<file path="config.mk">
export PLATFORM = sky130hd
export DESIGN_NAME = imm_gen_pipe
export DESIGN_NICKNAME = d
export VERILOG_FILES = /design/src/rtl/imm_gen_pkg.sv /design/src/rtl/imm_gen_pipe_decode.sv /design/src/rtl/imm_gen_pipe.sv
export SDC_FILE = /design/constraint.sdc
export NUM_CORES = 1
export LEC_CHECK = 0
export CAP_MARGIN = 40
export CORE_MARGIN = 1.5
export CORE_UTILIZATION = 40
export DETAILED_ROUTE_END_ITERATION = 7
export PLACE_DENSITY_LB_ADDON = 0.12
export SLEW_MARGIN = 20
export SYNTH_ARGS = -nofsm -noshare
export SYNTH_HDL_FRONTEND = slang
export SYNTH_SLANG_ARGS = --single-unit
</file>
<file path="constraint.sdc">
create_clock -name clk -period 7.1 [get_ports clk]
set_input_delay 2.13 -clock clk [delete_from_list [all_inputs] [get_ports clk]]
set_output_delay 2.13 -clock clk [all_outputs]
set_load 0.01 [all_outputs]
</file>
<file path="src/rtl/imm_gen_pkg.sv">
// Shared types for the pipelined immediate generator.
// Format codes and RV32I/RV64I opcode constants.
package imm_gen_pkg;

   typedef enum logic [2:0] {
      FMT_NONE = 3'd0,
      FMT_I    = 3'd1,
      FMT_S    = 3'd2,
      FMT_B    = 3'd3,
      FMT_U    = 3'd4,
      FMT_J    = 3'd5,
      FMT_SH   = 3'd6,
      FMT_Z    = 3'd7
   } imm_fmt_e;

   localparam logic [6:0] OPC_LOAD     = 7'b0000011;
   localparam logic [6:0] OPC_OP_IMM   = 7'b0010011;
   localparam logic [6:0] OPC_OP_IMM32 = 7'b0011011;
   localparam logic [6:0] OPC_STORE    = 7'b0100011;
   localparam logic [6:0] OPC_BRANCH   = 7'b1100011;
   localparam logic [6:0] OPC_LUI      = 7'b0110111;
   localparam logic [6:0] OPC_AUIPC    = 7'b0010111;
   localparam logic [6:0] OPC_JAL      = 7'b1101111;
   localparam logic [6:0] OPC_JALR     = 7'b1100111;
   localparam logic [6:0] OPC_SYSTEM   = 7'b1110011;

endpackage

</file>
<file path="src/rtl/imm_gen_pipe_decode.sv">
// Combinational immediate decode: instruction -> XLEN immediate + format.
// SYSTEM/CSR immediates are decoded only with IMM_GEN_ZICSR_EN defined.
module imm_decode
   import imm_gen_pkg::*;
#(
   parameter int XLEN = 32
) (
   input  logic [31:0]     inst,
   output logic [XLEN-1:0] imm,
   output imm_fmt_e        fmt
);

   logic [6:0]      opc;
   logic [2:0]      f3;
   logic            is_sh;
   logic            sh_hi;
   logic [XLEN-1:0] imm_i;
   logic [XLEN-1:0] imm_s;
   logic [XLEN-1:0] imm_b;
   logic [XLEN-1:0] imm_u;
   logic [XLEN-1:0] imm_j;
   logic [XLEN-1:0] sh5;
   logic [XLEN-1:0] shx;

   assign opc   = inst[6:0];
   assign f3    = inst[14:12];
   assign is_sh = (f3 == 3'b001) || (f3 == 3'b101);
   // shamt bit 5 only exists on RV64; on RV32 it belongs to funct7
   assign sh_hi = (XLEN == 64) && inst[25];

   assign imm_i = XLEN'($signed(inst[31:20]));
   assign imm_s = XLEN'($signed({inst[31:25], inst[11:7]}));
   assign imm_b = XLEN'($signed({inst[31], inst[7],
                                 inst[30:25], inst[11:8], 1'b0}));
   assign imm_u = XLEN'($signed({inst[31:12], 12'b0}));
   assign imm_j = XLEN'($signed({inst[31], inst[19:12],
                                 inst[20], inst[30:21], 1'b0}));
   assign sh5   = XLEN'(inst[24:20]);
   assign shx   = XLEN'({sh_hi, inst[24:20]});

   always_comb begin
      imm = '0;
      fmt = FMT_NONE;
      unique case (opc)
         OPC_LOAD, OPC_JALR: begin
            imm = imm_i;
            fmt = FMT_I;
         end
         OPC_OP_IMM: begin
            imm = is_sh ? shx : imm_i;
            fmt = is_sh ? FMT_SH : FMT_I;
         end
         OPC_OP_IMM32: begin
            if (XLEN == 64) begin
               imm = is_sh ? sh5 : imm_i;
               fmt = is_sh ? FMT_SH : FMT_I;
            end
         end
         OPC_STORE: begin
            imm = imm_s;
            fmt = FMT_S;
         end
         OPC_BRANCH: begin
            imm = imm_b;
            fmt = FMT_B;
         end
         OPC_LUI, OPC_AUIPC: begin
            imm = imm_u;
            fmt = FMT_U;
         end
         OPC_JAL: begin
            imm = imm_j;
            fmt = FMT_J;
         end
`ifdef IMM_GEN_ZICSR_EN
         OPC_SYSTEM: begin
            if (f3[2]) begin
               imm = XLEN'(inst[19:15]);
               fmt = FMT_Z;
            end else if (f3 != 3'b000) begin
               imm = XLEN'(inst[31:20]);
               fmt = FMT_I;
            end
         end
`endif
         default: begin
         end
      endcase
   end

endmodule

</file>
<file path="src/rtl/imm_gen_pipe.sv">
// Pipelined immediate generator with valid/ready and a one-deep skid entry.
// Optional CSR immediates: define IMM_GEN_ZICSR_EN.
module imm_gen_pipe
   import imm_gen_pkg::*;
#(
   parameter int XLEN  = 32,
   parameter int TAG_W = 32
) (
   input  logic             clk,
   input  logic             rst,
   input  logic             flush,
   input  logic             in_valid,
   output logic             in_ready,
   input  logic [31:0]      in_inst,
   input  logic [TAG_W-1:0] in_tag,
   output logic             out_valid,
   input  logic             out_ready,
   output logic [XLEN-1:0]  out_imm,
   output logic [2:0]       out_fmt,
   output logic [TAG_W-1:0] out_tag
);

   typedef struct packed {
      logic [XLEN-1:0]  imm;
      imm_fmt_e         fmt;
      logic [TAG_W-1:0] tag;
   } entry_t;

   logic [XLEN-1:0] dec_imm;
   imm_fmt_e        dec_fmt;
   entry_t          in_e;

   entry_t out_q, out_d;
   entry_t skid_q, skid_d;
   logic   out_vld, out_vld_d;
   logic   skid_full, skid_full_d;
   logic   rdy_q, rdy_d;
   logic   accept, drain;

   imm_decode #(.XLEN(XLEN)) u_dec (
      .inst (in_inst),
      .imm  (dec_imm),
      .fmt  (dec_fmt)
   );

   assign in_e = '{imm: dec_imm, fmt: dec_fmt, tag: in_tag};

   assign accept = in_valid & rdy_q;
   assign drain  = out_vld & out_ready;

   always_comb begin
      out_d       = out_q;
      skid_d      = skid_q;
      out_vld_d   = out_vld;
      skid_full_d = skid_full;
      if (flush) begin
         out_vld_d   = 1'b0;
         skid_full_d = 1'b0;
      end else if (!out_vld || drain) begin
         // skid is older than anything arriving now; accept is
         // blocked while it is full, so no third slot is needed
         if (skid_full) begin
            out_d       = skid_q;
            out_vld_d   = 1'b1;
            skid_full_d = 1'b0;
         end else begin
            out_vld_d = accept;
            if (accept) begin
               out_d = in_e;
            end
         end
      end else if (accept) begin
         skid_d      = in_e;
         skid_full_d = 1'b1;
      end
      rdy_d = !skid_full_d;
   end

   always_ff @(posedge clk or posedge rst) begin
      if (rst) begin
         out_q     <= '0;
         skid_q    <= '0;
         out_vld   <= 1'b0;
         skid_full <= 1'b0;
         rdy_q     <= 1'b1;
      end else begin
         out_q     <= out_d;
         skid_q    <= skid_d;
         out_vld   <= out_vld_d;
         skid_full <= skid_full_d;
         rdy_q     <= rdy_d;
      end
   end

   assign in_ready  = rdy_q;
   assign out_valid = out_vld;
   assign out_imm   = out_q.imm;
   assign out_fmt   = out_q.fmt;
   assign out_tag   = out_q.tag;

endmodule
</file>
After elaboration in Yosys (flattened, before gate mapping)
Index checks and enable logic that the tools add are counted.
Widths: inputs -> output; s select.

word-level totals
  register bits = 137
  bits of input ports = 69

cells by class
  eq/ne operators = 10
  multiplexer cells = 12
  bitwise operators = 4
  reduce and logical (&&, ||, !) cells = 10

operators by type and width
  operator            number
  $pmux 32 s6         1
  $mux 67             2
  $mux 32             1
  $eq 7x7->1 const B  3
  $pmux 3 s6          1
  $eq 7x5->1 const B  2
  $eq 7x6->1 const B  2
  $eq 7x2->1 const B  1
  $mux 1              6
  $reduce_and 3->1    2
  $reduce_bool 2->1   2
  $reduce_or 2->1     2
  $eq 3x1->1 const B  1
  $eq 3x3->1 const B  1
  $mux 3              1
  $and 1x1->1         2
  $logic_not 1->1     2
  $logic_or 1x1->1    2
  $not 1->1           2

Depth between registers and ports, before layout
  word-level depth = 6
  mapped depth = 8
  depth with buffers taken out = 5

Hierarchy
From an unflattened synthesis, not the netlist that was laid out.

second synthesis, totals
  cells, all modules = 437
  area, all modules = 6409.9 um^2

by module, submodules not included
  module        instances  cells an instance  area each (um^2)  sequential area each (um^2)
  imm_gen_pipe  1          371                5895.7            3429.5
  imm_decode    1          66                 514.2             0.0

Least setup slack after synthesis
Ideal clock, no wire load.

  kind = input to register
  start point = input out_ready
  end point = register skid_q[47] in the netlist's numbering
  arrival time = 3.104 ns
  required time = 6.967 ns
  setup slack = 3.862 ns
  stages = 7
  cell sequence = nand2b_1 nor2_1 and3_1 buf_2 and2_1 clkbuf_1 a21oi_1

on the way
  word-level cells in the longest chain between the ends = 4

RTL lines
  item                        RTL line            RTL
  start, declared             imm_gen_pipe.sv:17  input logic out_ready,
  $and 1x1->1                 imm_gen_pipe.sv:49  assign drain = out_vld & out_ready;
  $logic_or 1x1->1            imm_gen_pipe.sv:59  end else if (!out_vld || drain) begin
  $not 1->1 (no line)         --
  $reduce_and 3->1 (no line)  --
  end signal, assigned        imm_gen_pipe.sv:88  skid_q <= skid_d;
  end, declared               imm_gen_pipe.sv:34  entry_t skid_q, skid_d;

Every way passes these cells.
A chain may end at the register's enable or synchronous reset.

Worst setup path after layout
  start point = input in_valid
  end point = register out_q, in the netlist out_imm[27]

on the way
  word-level cells in the longest chain between the ends = 3

RTL lines
  item                         RTL line            RTL
  start, declared              imm_gen_pipe.sv:12  input logic in_valid,
  $and 1x1->1                  imm_gen_pipe.sv:48  assign accept = in_valid & rdy_q;
  $reduce_bool 2->1 (no line)  --
  $reduce_and 3->1 (no line)   --
  end signal, assigned         imm_gen_pipe.sv:87  out_q <= out_d;
  end, declared                imm_gen_pipe.sv:33  entry_t out_q, out_d;

Every way passes these cells.

==> impl_metrics.tcl <==
set metrics [dict create \
    status "complete, but fails checks" \
    violations "design-rule violations" \
    async_reset_ff_share_pct 100.0 \
    root_buffer "clkbuf_16" \
    grt_max_degree 82 \
    fillCellCount 1297 \
    io-pin-count 138 \
    cp.required_ns 7.36 \
    crit_path_end_kind "flop" \
    start_util_pct 41.28 \
    num-nets-final 812 \
    die_area_um2 15860 \
    grt_pass1_wl_um 24580 \
    syn-cell-area_um2 6045 \
    clockBufferDepth 2 \
    finalMaxSlewViolations 0 \
    antenna_found_initial 0 \
    finish.instance_area_um2 8167 \
    cts_made_buffers 17 \
    power_density_nw_per_um2 283.6 \
    setup_tns_ns 0 \
    die_h_um 125.9 \
    synth_edf_count 0 \
    first_iter_violations 387 \
    final_util_pct 55.77 \
    insertedDiodeCount 0 \
    fmax_mhz 240.7 \
    clk_pin_slew_worst_paths_ns 0.06 \
    area_delta_synth_final_pct 35.11 \
    postSynthAreaPerCell_um2 9.749 \
    maxCapViolCount 0 \
    syn_inst 620 \
    yosysTopAreaCellShare_pct 56.30 \
    core_um2 14640 \
    syn-num-nets 689 \
    rows 44 \
    wire_per_inst_um 16.03 \
    rsz0062_at_grt "false" \
    grt_pass1_vias 4757 \
    via_count 4898 \
    cp.arrival_ns 4.41 \
    worst_pin_slew_ns 0.8183 \
    synth_cell_types 42 \
    fin_crit_sh_pct 58.52 \
    worst_skew_pair.late_latency_ns 0.41 \
    h-tree-depth 4 \
    power.leakage_nw 3.506 \
    placed_area_um2 7513 \
    yosysSeqAreaShare_pct 56.74 \
    synth_top_area_cell "dfrtp_1" \
    grt_overflow 0 \
    min-delay-path-class "flop to flop" \
    cts_tree "yes" \
    ys_seq_elements 137 \
    whs_ns 0.4702 \
    cts_setup_buffers 0 \
    postCtsHoldBufs 0 \
    setup-violations-final 0 \
    worst-path-max-fanout 42 \
    ant_nets 0 \
    dominantRegCellSynth "dfrtp_1" \
    finalCriticalPeriod_ns 4.155 \
    place_congestion 0.8604 \
    drt_first_pass_iters 7 \
    grt_util_all_layers_pct 19.75 \
    post-route-drc-count 11 \
    die_w_um 125.9 \
    slew_headroom_pct 45.25 \
    dpl.hpwl_um 9930 \
    portBuffers 137 \
    viasPerCell 5.216 \
    finalClockSkew_ns 0.006893 \
    path_class "primary input to flop" \
    start_kind "primary input" \
    synthTopCellsByArea "dfrtp_1 (56%), nand2_1 (11%), mux2i_1 (6.6%), o21ai_0 (3.6%), nor2_1 (2.9%)" \
    yosys_warnings 0 \
    hold_viol_final 0 \
    drive_above_1_share_pct 7.682 \
    cts.sinks 137 \
    ctsResizeCount 0 \
    wl_um 15050 \
    peakVddDrop_uv 164.4 \
]
flip-flops by register name, summed over array words and instances (netlist names):
signal     count
in_ready       1
out_fmt        3
out_imm       32
out_tag       32
out_valid      1
skid_full      1
skid_q        67
critical path, stage by stage:
cell             delay (ns)
clkdlybuf4s50_1        0.58
a21oi_4                0.10
nor3_4                 0.10
buf_4                  0.42
nand2_1                0.28
nor2_1                 0.64
a21oi_1                0.15
synth_stat cells (all sizes together), types with 5 or more instances:
cell type	instances
a22o	6
mux2i	40
buf	20
nor3b	9
nand2	173
nand3	8
a22oi	5
o211ai	5
clkbuf	21
inv	8
o21ai	44
a211oi	15
nor2	47
a21oi	35
dfrtp	136
o22ai	11
layer usage:
layer / part of all wire, % / vias up / track usage, %
li1: - / 2349 / -
met1: 47 / 2394 / 27.63
met2: 46 / 140 / 30.35
met3: 5.8 / 15 / 5.353
met4: 1.1 / 0 / 5.612
met5: 0 / - / 0
area by class of cell:
class                      count  area (um2)  share of cell area (%)
clock buffer                  25       515.5                   6.312
inverter                       8       35.03                  0.4290
timing repair buffer         145        1464                   17.93
tap                          184       230.2                   2.819
multi-input combinational    434        2381                   29.16
sequential                   137        3431                   42.01
clock inverter                 6       110.1                   1.348
cell families (layout without fill, tap and decap cells):
family	count (synthesis)	count (layout)	synth area share, %
AND/OR/NAND/NOR	262	262	18.44
flip-flops	137	137	56.74
AO/OA/AOI/OAI	130	130	13.72
buffers and inverters	49	184	4.099
multiplexers	42	42	6.996
final timing paths:
kind / depth (start not counted) / slack [ns] / start / to
max: 7 / 2.95 / in_valid / out_imm[27]
min reg2reg: 2 / 0.47 / skid_q[33] / skid_q[33]
min: 2 / 0.47 / skid_q[33] / skid_q[33]
max reg2reg: 6 / 4.68 / in_ready / out_imm[27]
min in group asynchronous: 3 / 2.21 / rst / out_tag[16]
max in group asynchronous: 4 / 3.81 / rst / skid_q[35]
power by group:
part           internal (W)  switching (W)  leakage, nW
sequential         0.000916      0.0000770         1.72
clock              0.000606       0.000314        0.302
combinational      0.000218       0.000186         1.48
cell usage in the layout, fill, tap and decap left out, drive strengths merged, types with 6 or more instances in the layout:
cell type / n
nand2: 173
clkdlybuf4s50: 137
dfrtp: 136
nor2: 47
o21ai: 44
mux2i: 40
a21oi: 35
clkbuf: 25
a211oi: 15
o22ai: 11
nor3b: 9
inv: 8
nand3: 8
buf: 8
a22o: 6
stage by stage:
stage	total power [W]	std cells	setup slack, ns
after floorplan	0.001187	620	1.304
after global placement	0.001395	906	2.600
after detailed placement	0.001411	907	2.542
after CTS	0.002340	938	2.946
after global routing	0.002438	939	2.784
final	0.002316	939	2.945
Power figures use the tool's default switching activity.
